**src/rtl/mem_initiator.sv**
```systemverilog
// Synthesizable bus initiator for the single-port valid/ready memory: runs a one-shot
// write / read-check / write-then-read-check sweep using an address-derived data pattern.
module mem_initiator #(
  parameter int          DEPTH      = 16,
  parameter int          WIDTH      = 16,
  parameter int          ADDR_WIDTH = $clog2(DEPTH),
  parameter int unsigned SEED       = 16'hACE1,
  parameter int unsigned STRIDE     = 16'h0101,
  parameter int          TIMEOUT    = 32
) (
  input  logic                  clk_i,
  input  logic                  rst_i,
  input  logic                  start_i,
  input  logic [1:0]            mode_i,
  input  logic [ADDR_WIDTH-1:0] start_addr_i,
  input  logic [ADDR_WIDTH:0]   count_i,
  output logic                  busy_o,
  output logic                  done_o,
  output logic [ADDR_WIDTH:0]   err_cnt_o,
  output logic [ADDR_WIDTH-1:0] first_err_addr_o,
  output logic                  timeout_o,
  output logic                  valid_o,
  output logic                  wr_rd_o,
  output logic [ADDR_WIDTH-1:0] addr_o,
  output logic [WIDTH-1:0]      wdata_o,
  input  logic [WIDTH-1:0]      rdata_i,
  input  logic                  ready_i
);

  typedef enum logic [2:0] {IDLE, WRITE, TURN, READ, DONE} state_t;

  localparam int WAIT_W       = (TIMEOUT < 2) ? 1 : $clog2(TIMEOUT + 1);
  localparam int WAIT_LIMIT_I = (TIMEOUT > 0) ? TIMEOUT - 1 : 0;
  localparam logic [WAIT_W-1:0]   WAIT_LIMIT = WAIT_LIMIT_I[WAIT_W-1:0];
  localparam logic [ADDR_WIDTH:0] DEPTH_C    = DEPTH[ADDR_WIDTH:0];
  localparam logic [ADDR_WIDTH:0] CNT_ONE    = (ADDR_WIDTH+1)'(1);

  state_t state_q, state_d;

  logic [1:0]            mode_q;
  logic [ADDR_WIDTH-1:0] start_addr_q;
  logic [ADDR_WIDTH:0]   count_q;
  logic [ADDR_WIDTH:0]   remain_q;
  logic [WAIT_W-1:0]     wait_q;
  logic                  valid_q;
  logic                  wr_rd_q;
  logic [ADDR_WIDTH-1:0] addr_q;
  logic [WIDTH-1:0]      wdata_q;
  logic [ADDR_WIDTH:0]   err_cnt_q;
  logic [ADDR_WIDTH-1:0] first_err_q;
  logic                  timeout_q;

  logic [ADDR_WIDTH:0]   count_clamp;
  logic [ADDR_WIDTH-1:0] next_addr;
  logic                  beat_fire;
  logic                  last_beat;
  logic                  timeout_hit;

  function automatic logic [WIDTH-1:0] pattern(input logic [ADDR_WIDTH-1:0] a);
    logic [WIDTH-1:0] base;
    logic [WIDTH-1:0] step;
    logic [WIDTH-1:0] idx;
    base = WIDTH'(SEED);
    step = WIDTH'(STRIDE);
    idx  = WIDTH'(a);
    return base + idx * step;
  endfunction

  assign count_clamp = (count_i > DEPTH_C) ? DEPTH_C : count_i;
  assign next_addr   = addr_q + ADDR_WIDTH'(1);
  assign beat_fire   = valid_q && ready_i;
  assign last_beat   = beat_fire && (remain_q == CNT_ONE);
  assign timeout_hit = (TIMEOUT != 0) && valid_q && !ready_i && (wait_q == WAIT_LIMIT);

  always_ff @(posedge clk_i or negedge rst_i) begin
    if (!rst_i) state_q <= IDLE;
    else        state_q <= state_d;
  end

  always_comb begin
    state_d = state_q;
    unique case (state_q)
      IDLE: begin
        if (start_i) begin
          if (count_clamp == '0 || mode_i == 2'b11) state_d = DONE;
          else if (mode_i == 2'b01)                 state_d = READ;
          else                                      state_d = WRITE;
        end
      end
      WRITE: begin
        if (timeout_hit)    state_d = DONE;
        else if (last_beat) state_d = (mode_q == 2'b10) ? TURN : DONE;
      end
      TURN:    state_d = READ;
      READ:    if (timeout_hit || last_beat) state_d = DONE;
      DONE:    state_d = IDLE;
      default: state_d = IDLE;
    endcase
  end

  always_comb begin
    done_o = (state_q == DONE);
    busy_o = (state_q == WRITE) || (state_q == TURN) || (state_q == READ);
  end

  // Request fields are registered and forced to zero whenever valid is low.
  always_ff @(posedge clk_i or negedge rst_i) begin
    if (!rst_i) begin
      mode_q       <= '0;
      start_addr_q <= '0;
      count_q      <= '0;
      remain_q     <= '0;
      wait_q       <= '0;
      valid_q      <= 1'b0;
      wr_rd_q      <= 1'b0;
      addr_q       <= '0;
      wdata_q      <= '0;
      err_cnt_q    <= '0;
      first_err_q  <= '0;
      timeout_q    <= 1'b0;
    end else begin
      case (state_q)
        IDLE: begin
          if (start_i) begin
            mode_q       <= mode_i;
            start_addr_q <= start_addr_i;
            count_q      <= count_clamp;
            remain_q     <= count_clamp;
            wait_q       <= '0;
            err_cnt_q    <= '0;
            first_err_q  <= '0;
            timeout_q    <= 1'b0;
            if (state_d == WRITE || state_d == READ) begin
              valid_q <= 1'b1;
              wr_rd_q <= (state_d == WRITE);
              addr_q  <= start_addr_i;
              wdata_q <= (state_d == WRITE) ? pattern(start_addr_i) : '0;
            end
          end
        end
        WRITE, READ: begin
          if (beat_fire) begin
            wait_q   <= '0;
            remain_q <= remain_q - CNT_ONE;
            if (!wr_rd_q && rdata_i != pattern(addr_q)) begin
              if (err_cnt_q != '1) err_cnt_q <= err_cnt_q + CNT_ONE;
              if (err_cnt_q == '0) first_err_q <= addr_q;
            end
            if (last_beat) begin
              valid_q <= 1'b0;
              wr_rd_q <= 1'b0;
              addr_q  <= '0;
              wdata_q <= '0;
            end else begin
              addr_q  <= next_addr;
              wdata_q <= wr_rd_q ? pattern(next_addr) : '0;
            end
          end else if (timeout_hit) begin
            timeout_q <= 1'b1;
            valid_q   <= 1'b0;
            wr_rd_q   <= 1'b0;
            addr_q    <= '0;
            wdata_q   <= '0;
          end else if (valid_q && TIMEOUT != 0) begin
            wait_q <= wait_q + WAIT_W'(1);
          end
        end
        TURN: begin
          valid_q  <= 1'b1;
          wr_rd_q  <= 1'b0;
          addr_q   <= start_addr_q;
          wdata_q  <= '0;
          remain_q <= count_q;
          wait_q   <= '0;
        end
        default: ;
      endcase
    end
  end

  assign valid_o          = valid_q;
  assign wr_rd_o          = wr_rd_q;
  assign addr_o           = addr_q;
  assign wdata_o          = wdata_q;
  assign err_cnt_o        = err_cnt_q;
  assign first_err_addr_o = first_err_q;
  assign timeout_o        = timeout_q;

endmodule

```
**config.mk**
```make
export PLATFORM = sky130hd
export DESIGN_NAME = mem_initiator
export DESIGN_NICKNAME = d
export VERILOG_FILES = /design/src/rtl/mem_initiator.sv
export SDC_FILE = /design/constraint.sdc
export NUM_CORES = 1
export LEC_CHECK = 0
export CAP_MARGIN = 15
export CORE_UTILIZATION = 48
export DETAILED_ROUTE_END_ITERATION = 8
export DONT_BUFFER_PORTS = 1
export GPL_TIMING_DRIVEN = 0
export PLACE_DENSITY = 0.63
export SKIP_LAST_GASP = 1
export SYNTH_ARGS = -nofsm -noshare
export SYNTH_HDL_FRONTEND = slang
export SYNTH_SLANG_ARGS = --single-unit
```
**constraint.sdc**
```tcl
create_clock -name clk_i -period 3.6 [get_ports clk_i]
set_clock_uncertainty 0.1 [all_clocks]
set_input_delay 0.72 -clock clk_i [delete_from_list [all_inputs] [get_ports clk_i]]
set_output_delay 0.72 -clock clk_i [all_outputs]
set_load 0.03 [all_outputs]
```
==> summary.md <==
| Metric | Value |
|---|---|
| CP peak stage delay | `slightly below 0.6 ns` |
| Overflow after GRT | `0` |
| Detail Route Antenna Nets | `0` |
| Warnings from Yosys | `0` |
| Final setup fails | `0` |
| Syn nets | `a little over 400` |
| Cell Area, Placed | `roughly 0.0034 mm2` |
| Die height | `84.83 um` |
| Slowest-stage cell, CP | `or4_1` |
| Max transition margin | `28.42%` |
| MaxCap Viol Count | `0` |
| Antenna diode instance count | `0` |
| Cell taking the most area after synthesis | `dfrtp_1` |
| Cell-internal power | `1.272 mW` |
| Hold WC Path Type | `in2async` |
| Post-DR vias/cell | `about 6` |
| IR drop worst, VDD | `about 240 uV` |
| Largest fanout on the critical path | `8` |
| Grt peak-use layer | `met2` |
| Die ar. | `0.007196 mm2` |
| Setup TNS | `0 ns` |
| Netlist cell types | `54` |
| Final period util | `89.41%` |
| Skew-Pair Late Insertion Delay | `0.31 ns` |
| Kind of critical path | `reg2reg` |
| Crit-path cells | `clkbuf_1, inv_1, ha_1, xnor2_1, or4_1, a2111oi_4, a21oi_1, mux2i_1` |
| Post-synth top area share | `between 40% and 50%` |
| RSZ-0062 raised after global routing | `false` |
| GRT met2 Usage | `36.81%` |
| Final hold vios | `0` |
| Slew @ Worst Pin | `1.065 ns` |
| Placed wire-length estimate | `5.452 mm` |
| Most common cell after layout, fill and taps aside | `dfrtp_1` |
| Clock-pin slew on the worst setup and hold paths | `~0.10 ns` |
| Cell area after synthesis | `about 0.0033 mm2` |
| Sw frac | `between 40% and 50%` |
| Wire per inst | `17.42 um` |
| Number of global-route vias before repair | `between 2000 and 3000` |
| PwrDens | `614.7 mW/mm2` |
| Layout cell share with drive strength beyond 1 | `around 5.3%` |
| Post-CTS sizing | `0` |
| GPL Wtd Cong | `around 0.8` |
| Area Growth Syn to Fin | `7.067%` |
| First-pass GRT wire length | `roughly 13 mm` |
| Synth Instances | `352` |
| Type of origin of the critical path | `register` |
| Initial Utilization | `about half` |
| Failing checks | `design-rule violations` |
| Overall routed net length | `7.628 mm` |
| Core Util, Final | `a little over half` |
| DRC | `6` |
| Syn avg cell area | `9.356 um2` |
| IO buf count | `0` |
| Number of flops mapped to enable cells by yosys | `0` |
| Row count | `29` |
| Total GRT Usage | `22.46%` |
| Most frequent cells in the layout | `dfrtp_1, nand2_1, o21ai_0` |
| Clock power share | `roughly a fifth` |
| Fin area | `0.003526 mm2` |
| Worst EP arrival | `approximately 3.3 ns` |
| CTS max path bufs | `2` |
| Lkg Pwr | `about 1.7 nW` |
| Net Switching | `between 800 and 900 uW` |
| CTS root buf | `clkbuf_8` |
| Post-synth ARST share | `100.0%` |
| Ports | `65` |
| Status | `complete, but fails checks` |
| Met3 GRT Util | `roughly 5.1%` |
| Max Clock Freq | `approximately 310 MHz` |
| Via count | `roughly 2600` |
| Largest net degree at the start of global routing | `55` |
| TritonCTS Buffers | `5` |
| Post-synthesis register bit count | `54` |
| Comb pwr share | `between 30% and 40%` |
| CTS tree | `done` |
| CORE AREA | `between 0.006 and 0.007 mm2` |
| Final-report max-slew violation count | `0` |
| Sequential fraction of the synthesis area | `41.03%` |
| Clock sink total | `54` |
| Post-synth top flop | `dfrtp_1` |
| Top cells by area, synth | `dfrtp_1, ha_1, nand2_1` |
| First-pass iteration count of the detailed router | `6` |
| CP Capture Type | `register` |
| Detailed Route Iter0 Violations | `roughly 190` |
| Antenna violations before repair | `0` |
| Setup Fix Bufs, Post-CTS | `0` |
| CP required | `between 3 and 4 ns` |
| Die width | `about 85 um` |
| Min cycle time layout | `approximately 3.2 ns` |
| Htree depth | `2` |
| Seq pwr share | `49.1%` |
| Nets | `between 400 and 500` |
| M1 GR Usage | `approximately 31%` |
flip-flops by register name (all words and copies together) (netlist names):
register          cells
err_cnt_o             5
mode_q                2
start_addr_q          4
remain_q              5
state_q               3
wr_rd_o               1
first_err_addr_o      4
timeout_o             1
wdata_o              13
addr_o                4
valid_o               1
wait_q                6
count_q               5
metrics by stage:
step | power, mW | worst slack [ns] | instances | hold WS [ns]
2_1_floorplan | 1.586 | 0.7422 | 352 | 0.3244
3_3_place_gp | 1.739 | 0.3667 | 429 | 0.3258
3_5_place_dp | 1.752 | 0.3700 | 429 | 0.3259
4_1_cts | 2.175 | 0.3548 | 438 | 0.1659
5_1_grt | 2.325 | 0.1737 | 438 | 0.1684
6_report | 2.167 | 0.3812 | 438 | 0.1561
cell type report:
type	count	area, um2
Fill cell	583	2969
Inverter	17	63.81
Sequential cell	54	1351
Timing Repair Buffer	1	27.53
Buffer	17	83.83
Clock buffer	5	68.82
Tap cell	77	96.34
Clock inverter	3	40.04
Multi-Input combinational cell	264	1794
Yosys cell counts, types with 3 or more instances:
cell / instances
nand2b_1: 4
a221o_1: 8
and3_1: 3
nand3_1: 7
a21o_1: 8
o22ai_1: 5
and2_1: 7
xnor2_1: 7
nand4_1: 4
nor4b_1: 3
a211o_1: 3
a222oi_1: 3
ha_1: 21
or3_1: 4
inv_1: 17
clkbuf_1: 12
a221oi_1: 3
nand3b_1: 7
xor2_1: 4
a21oi_1: 9
a311o_1: 4
buf_4: 3
mux2i_1: 8
nor4_1: 5
o22a_1: 3
nor3_1: 10
o21ai_0: 22
nor2_1: 21
dfrtp_1: 54
nand2_1: 52
path summary, 6_finish.rpt:
path                       depth (start not counted)            to  startpoint  slack [ns]
max                                                8  err_cnt_o[1]   addr_o[0]        0.38
min                                                1    wdata_o[7]       rst_i        0.16
max reg2reg                                        8  err_cnt_o[1]   addr_o[0]        0.38
min reg2reg                                        2    count_q[0]  count_q[0]        0.38
max in group asynchronous                          1     addr_o[3]       rst_i        3.00
min in group clk_i                                 2    count_q[0]  count_q[0]        0.38
what timing repair did:
item / CTS / global route
hold endpoints to repair: 54 / 0
hold buffers: 1 / 0
endpoints found under the setup margin: 0 / 0
cells by family (layout without fill, tap and decap cells):
family / after synthesis / count (layout) / synth area share, %
xor+xnor: 11 / 11 / 2.925
simple gates: 140 / 140 / 21.88
mux: 10 / 10 / 3.116
compound gates: 82 / 82 / 18.58
buf+inv: 34 / 43 / 4.483
flops: 54 / 54 / 41.03
fa+ha+maj: 21 / 21 / 7.979
power groups by stage:
stage | Combinational (mW) | Sequential, mW | Clock [mW]
after floorplan | 0.556 | 1.03 | 0
after global placement | 0.665 | 1.07 | 0
after detailed placement | 0.676 | 1.08 | 0
after CTS | 0.694 | 1.06 | 0.418
after global routing | 0.788 | 1.09 | 0.442
final | 0.691 | 1.06 | 0.412
routing by layer:
layer	share of wire, %	up-vias
met5	0	-
met4	1.1	0
met3	6.4	8
met2	46	82
met1	46	1260
li1	-	1286
critical path: cells and delay by family, from the launching register on:
kind	cells	cell delay, ns
muxes	1	0.16
adders and majority gates	1	0.41
AOI/OAI and AO/OA	2	0.67
and+or+nand+nor	1	0.58
DFF	1	0.55
xor gates and xnor gates	1	0.16
buffers and inverters	2	0.48
Power figures use the tool's default switching activity.
